**src/rtl/uart_pkt_pkg.sv**
```systemverilog
// Shared definitions for the UART packet receive controller: state encoding,
// default packet start marker and checksum width.
package uart_pkt_pkg;

    typedef enum logic [2:0] {
        ST_IDLE    = 3'd0,
        ST_LEN     = 3'd1,
        ST_PAYLOAD = 3'd2,
        ST_CSUM    = 3'd3,
        ST_DRAIN   = 3'd4
    } pkt_state_t;

    localparam logic [7:0] HDR_BYTE_DEF = 8'hAA;
    localparam int         CSUM_W       = 8;

endpackage

```
**src/rtl/uart_pkt_buf.sv**
```systemverilog
// Payload buffer for the packet controller: MAX_LEN x 8 registers,
// synchronous write port, asynchronous read port.
module uart_pkt_buf #(
    parameter int MAX_LEN = 16,
    parameter int AW      = $clog2(MAX_LEN)
) (
    input  logic          clk,
    input  logic          we,
    input  logic [AW-1:0] waddr,
    input  logic [7:0]    wdata,
    input  logic [AW-1:0] raddr,
    output logic [7:0]    rdata
);

    logic [7:0] mem [MAX_LEN];

    always_ff @(posedge clk) begin
        if (we) begin
            mem[waddr] <= wdata;
        end
    end

    assign rdata = mem[raddr];

endmodule

```
**src/rtl/uart_rx_pkt_ctrl.sv**
```systemverilog
// Framed packet receiver (AA, len, payload, checksum) feeding a valid/ready byte stream.
// Optional packet statistics counters are enabled by defining UART_RX_PKT_STATS_EN.
module uart_rx_pkt_ctrl
    import uart_pkt_pkg::*;
#(
    parameter int         MAX_LEN     = 16,
    parameter int         TIMEOUT_CYC = 100000,
    parameter logic [7:0] HDR_BYTE    = HDR_BYTE_DEF
) (
    input  logic       clk,
    input  logic       rst,
    input  logic       rx_done_sig,
    input  logic [7:0] rx_data,
    output logic       rx_en_sig,
    output logic [7:0] out_data,
    output logic       out_valid,
    input  logic       out_ready,
    output logic       out_last,
    output logic       err_len,
    output logic       err_csum,
    output logic       err_timeout,
    output logic       busy
`ifdef UART_RX_PKT_STATS_EN
    ,
    output logic [15:0] pkt_good_cnt,
    output logic [15:0] pkt_err_cnt
`endif
);

    localparam int AW = $clog2(MAX_LEN);
    localparam int LW = $clog2(MAX_LEN + 1);
    localparam int TW = $clog2(TIMEOUT_CYC);

    pkt_state_t        state, state_n;
    logic [LW-1:0]     len, len_n;
    logic [CSUM_W-1:0] sum, sum_n;
    logic [AW-1:0]     wr_idx, wr_idx_n;
    logic [AW-1:0]     rd_idx, rd_idx_n;
    logic [TW-1:0]     tmo_cnt, tmo_cnt_n;
    logic              err_len_n, err_csum_n, err_tmo_n;
    logic              buf_we;
    logic [7:0]        buf_rdata;
    logic              tmo_active, tmo_hit, wr_last, rd_last;

    uart_pkt_buf #(
        .MAX_LEN (MAX_LEN),
        .AW      (AW)
    ) u_buf (
        .clk   (clk),
        .we    (buf_we),
        .waddr (wr_idx),
        .wdata (rx_data),
        .raddr (rd_idx),
        .rdata (buf_rdata)
    );

    always_ff @(posedge clk or posedge rst) begin
        if (rst) begin
            state       <= ST_IDLE;
            len         <= '0;
            sum         <= '0;
            wr_idx      <= '0;
            rd_idx      <= '0;
            tmo_cnt     <= '0;
            err_len     <= 1'b0;
            err_csum    <= 1'b0;
            err_timeout <= 1'b0;
        end else begin
            state       <= state_n;
            len         <= len_n;
            sum         <= sum_n;
            wr_idx      <= wr_idx_n;
            rd_idx      <= rd_idx_n;
            tmo_cnt     <= tmo_cnt_n;
            err_len     <= err_len_n;
            err_csum    <= err_csum_n;
            err_timeout <= err_tmo_n;
        end
    end

    assign tmo_active = (state == ST_LEN) || (state == ST_PAYLOAD) || (state == ST_CSUM);
    // A byte landing on the terminal count beats the timeout.
    assign tmo_hit    = tmo_active && !rx_done_sig && (tmo_cnt == TW'(TIMEOUT_CYC - 1));
    assign wr_last    = (LW'(wr_idx) + LW'(1)) == len;
    assign rd_last    = (LW'(rd_idx) + LW'(1)) == len;

    always_comb begin
        state_n    = state;
        len_n      = len;
        sum_n      = sum;
        wr_idx_n   = wr_idx;
        rd_idx_n   = rd_idx;
        tmo_cnt_n  = '0;
        err_len_n  = 1'b0;
        err_csum_n = 1'b0;
        err_tmo_n  = 1'b0;
        buf_we     = 1'b0;

        if (tmo_active && !rx_done_sig) begin
            tmo_cnt_n = tmo_cnt + TW'(1);
        end

        if (tmo_hit) begin
            err_tmo_n = 1'b1;
            state_n   = ST_IDLE;
        end else begin
            case (state)
                ST_IDLE: begin
                    if (rx_done_sig && (rx_data == HDR_BYTE)) begin
                        state_n = ST_LEN;
                    end
                end
                ST_LEN: begin
                    if (rx_done_sig) begin
                        if ((rx_data != 8'd0) && (int'(rx_data) <= MAX_LEN)) begin
                            len_n    = LW'(rx_data);
                            sum_n    = rx_data;
                            wr_idx_n = '0;
                            state_n  = ST_PAYLOAD;
                        end else begin
                            err_len_n = 1'b1;
                            state_n   = ST_IDLE;
                        end
                    end
                end
                ST_PAYLOAD: begin
                    if (rx_done_sig) begin
                        buf_we = 1'b1;
                        sum_n  = sum + rx_data;
                        if (wr_last) begin
                            state_n = ST_CSUM;
                        end else begin
                            wr_idx_n = wr_idx + AW'(1);
                        end
                    end
                end
                ST_CSUM: begin
                    if (rx_done_sig) begin
                        if (rx_data == sum) begin
                            rd_idx_n = '0;
                            state_n  = ST_DRAIN;
                        end else begin
                            err_csum_n = 1'b1;
                            state_n    = ST_IDLE;
                        end
                    end
                end
                ST_DRAIN: begin
                    if (out_ready) begin
                        if (rd_last) begin
                            state_n = ST_IDLE;
                        end else begin
                            rd_idx_n = rd_idx + AW'(1);
                        end
                    end
                end
                default: state_n = ST_IDLE;
            endcase
        end
    end

    // The receiver is paused for the whole drain, so buffer reads never race writes.
    assign rx_en_sig = (state != ST_DRAIN);
    assign out_valid = (state == ST_DRAIN);
    assign out_data  = (state == ST_DRAIN) ? buf_rdata : 8'h00;
    assign out_last  = (state == ST_DRAIN) && rd_last;
    assign busy      = (state != ST_IDLE);

`ifdef UART_RX_PKT_STATS_EN
    logic good_inc, bad_inc;

    assign good_inc = (state == ST_CSUM) && (state_n == ST_DRAIN);
    assign bad_inc  = err_len_n || err_csum_n || err_tmo_n;

    always_ff @(posedge clk or posedge rst) begin
        if (rst) begin
            pkt_good_cnt <= '0;
            pkt_err_cnt  <= '0;
        end else begin
            if (good_inc && (pkt_good_cnt != 16'hFFFF)) begin
                pkt_good_cnt <= pkt_good_cnt + 16'd1;
            end
            if (bad_inc && (pkt_err_cnt != 16'hFFFF)) begin
                pkt_err_cnt <= pkt_err_cnt + 16'd1;
            end
        end
    end
`endif

endmodule

```
**config.mk**
```make
export PLATFORM = sky130hd
export DESIGN_NAME = uart_rx_pkt_ctrl
export DESIGN_NICKNAME = d
export VERILOG_FILES = /design/src/rtl/uart_pkt_pkg.sv /design/src/rtl/uart_pkt_buf.sv /design/src/rtl/uart_rx_pkt_ctrl.sv
export SDC_FILE = /design/constraint.sdc
export NUM_CORES = 1
export LEC_CHECK = 0
export ABC_AREA = 1
export CORE_UTILIZATION = 27
export DETAILED_ROUTE_END_ITERATION = 10
export PLACE_DENSITY = 0.43
export SYNTH_ARGS = -nofsm -noshare
export SYNTH_HDL_FRONTEND = slang
export SYNTH_SLANG_ARGS = --single-unit
```
**constraint.sdc**
```tcl
create_clock -name clk -period 1.95 [get_ports clk]
set_input_delay 0.2925 -clock clk [delete_from_list [all_inputs] [get_ports clk]]
set_output_delay 0.2925 -clock clk [all_outputs]
set_load 0.03 [all_outputs]
```
==> results.sh <==
export IMPL_antenna_found_initial=1
export IMPL_powerDensity_nw_per_um2=987
export IMPL_grt_pass1_wl_um=34200
export IMPL_whs_ps=160
export IMPL_end_kind="output port"
export IMPL_drc_errors=0
export IMPL_cp_top_family="compound AO/OA/AOI/OAI gates"
export IMPL_cts_tree="built"
export IMPL_dieArea_um2=29900
export IMPL_syn_avg_cell_area_um2=10.7
export IMPL_syn_to_final_growth_pct=31.9
export IMPL_arrival_ps=2220
export IMPL_ys_seq_area_frac=0.628
export IMPL_insertion_delay_ps=440
export IMPL_finalCritPeriodShare=1.29
export IMPL_crit_chain="clkinv_8 > buf_12 > o21ai_2 > o22ai_1 > o211ai_1 > a21oi_2 > buf_6"
export IMPL_synthArstFlopShare=0.256
export IMPL_synth_distinct_cells=40
export IMPL_grt_pass1_vias=5860
export IMPL_synth_nets=762
export IMPL_maxSlewViolCount=0
export IMPL_fp_dieW_um=173
export IMPL_required_ps=1660
export IMPL_cp_buffers_inverters=3
export IMPL_worst_slew_pin_slew_ps=524
export IMPL_htree_num_levels=4
export IMPL_slew_headroom=0.649
export IMPL_cts_sinks=172
export IMPL_synth_area_leaders="edfxtp_1 49%, dfrtp_1 14%, nor2_1 5.2%"
export IMPL_grt_max_degree=20
export IMPL_fp_dieH_um=173
export IMPL_hpwl_um=15100
export IMPL_hold_violations=0
export IMPL_yosys_area_top_type_share=0.488
export IMPL_ir_worst_vdd_mv=0.604
export IMPL_min_period_ps=2510
export IMPL_synth_edf_count=128
export IMPL_outcome="complete, but fails checks"
export IMPL_cts_buffers=17
export IMPL_cts_root_buf="clkbuf_16"
export IMPL_rsz0062_at_grt="yes"
export IMPL_row_count=62
export IMPL_first_pass_iters=5
export IMPL_worst_slack_ps=-565
export IMPL_setup_viol_count_final=16
export IMPL_crit_fanout=8
export IMPL_drive_above_1_share=0.282
export IMPL_start_util=0.275
export IMPL_cpMaxStageDelayCell="dfrtp_4"
export IMPL_via_per_inst=4.66
export IMPL_leakagePower_nw=3.95
export IMPL_post_synth_top_area_cell="edfxtp_1"
export IMPL_grt_overflow_total=0
export IMPL_cts_path_max_buffers=2
export IMPL_maxCapViolations=0
export IMPL_yosys_warnings=0
export IMPL_slowest_delay_ps=550
export IMPL_grt_use_total=0.152
export IMPL_synth_top_flop_cell="edfxtp_1"
export IMPL_wl_per_cell_um=17.6
export IMPL_diodes=0
export IMPL_max_freq_ghz=0.398
export IMPL_ant_nets=0
export IMPL_syn_inst=736
export IMPL_cp_start_kind="flip-flop"
export IMPL_worstHoldPathType="in2async"
export IMPL_nets=888
export IMPL_violations="negative setup slack"
export IMPL_finalSetupTns_ps=-5070
export IMPL_io_pins=27
export IMPL_drt_wl_total_um=22200
export IMPL_synth_seq_cells=172
export IMPL_port_buffers=26
export IMPL_worstSetupPathType="reg2out"
export IMPL_vias=5872
export IMPL_fin_skew_ps=11.5
export IMPL_gp_congestion=0.822
export IMPL_clkSlewWorstSetupHoldPaths_ps=70
export IMPL_syn_cell_area_um2=7880
export IMPL_core_area_um2=28700
export IMPL_hold_buffers=0
export IMPL_dr_first_iter_drc_count=447
## state kept, by name, summed over array words and instances, names as in the netlist, 3 cells and up
name	count
u_buf.mem	128
tmo_cnt	17
sum	8
len	5
rd_idx	4
wr_idx	4
state	3
## stage by stage
stage	total power, W	utilization	instances	instance area (um^2)	setup WS, ps
final	0.0103	0.362	1259	10400	-565
after global routing	0.0109	0.362	1259	10400	-582
after CTS	0.0103	0.349	1251	10000	-497
after detailed placement	0.00686	0.323	1216	9280	-514
after floorplan	0.00600	-	736	7910	-22.7
after global placement	0.00687	0.323	1216	9280	-449
## cell usage in the layout (no fill, tap or decap), types with 6 or more instances in the layout
cell,n
nand3_1,38
inv_8,6
edfxtp_1,128
nand4_1,14
nand2_2,6
o21ai_1,17
inv_1,49
nor2_1,98
buf_12,8
nor3_1,7
buf_4,94
a21oi_1,15
clkdlybuf4s50_1,13
buf_6,12
o21ai_2,11
nand2_1,88
clkbuf_16,22
ha_1,11
dfrtp_1,41
xnor2_1,6
o21ai_0,57
o221ai_1,18
inv_2,9
o211ai_1,10
a21oi_2,10
nor2_2,17
## cell families after synthesis
kind of cell / count (synthesis) / synth area share
and+or+nand+nor: 288 / 0.165
DFF: 172 / 0.628
AOI/OAI and AO/OA: 162 / 0.124
buffers and inverters: 90 / 0.0489
adders and majority gates: 14 / 0.0232
xor gates and xnor gates: 10 / 0.0111
## synth_stat cells (5+ instances only)
master / count
nor2_1: 109
ha_1: 13
o22ai_1: 9
inv_1: 50
o21ai_1: 5
edfxtp_1: 128
nand3_1: 42
buf_2: 13
nor2_2: 8
a21oi_1: 24
o21ai_0: 81
o221ai_1: 23
o211ai_1: 10
nand2_1: 91
inv_2: 9
nand4_1: 14
clkbuf_1: 11
dfrtp_1: 44
nor3_1: 8
xnor2_1: 6
## per-layer routing
layer,up-vias,share of wire,global-route usage
met3,17,0.031,0.0277
met4,0,0.016,0.0472
met5,-,0,0
met2,104,0.48,0.245
li1,2869,-,-
met1,2882,0.48,0.207
## where the power goes
part	internal [W]	switching, W	leakage, nW
logic	0.000972	0.00141	1.94
clock network	0.00173	0.00168	0.286
registers	0.00423	0.000238	1.72
total	0.00693	0.00332	3.95
## final timing paths
path,cells after the start,slack (ps),startpoint,endpoint
min in group clk,1,460,tmo_cnt[0],tmo_cnt[0]
max in group asynchronous,3,1250,rst,sum[6]
setup reg to reg,13,-130,rd_idx[0],rd_idx[0]
hold reg to reg,1,460,tmo_cnt[0],tmo_cnt[0]
setup / recovery,7,-560,rd_idx[0],out_data[6]
hold / removal,2,160,rst,tmo_cnt[13]
## what timing repair did
item,4_1_cts,5_1_grt
cloned,1,5
endpoints found under the setup margin,16,30
pin swaps,4,35
resized for setup,26,78
setup buffers,2,3
## layout make-up
class	count	area [um^2]
Tap cell	384	480
Fill cell	2850	18300
Sequential cell	172	4950
Inverter	61	246
Timing Repair Buffer	136	1320
Clock buffer	17	425
Multi-Input combinational cell	474	2790
Clock inverter	15	174
Power figures use the tool's default switching activity.
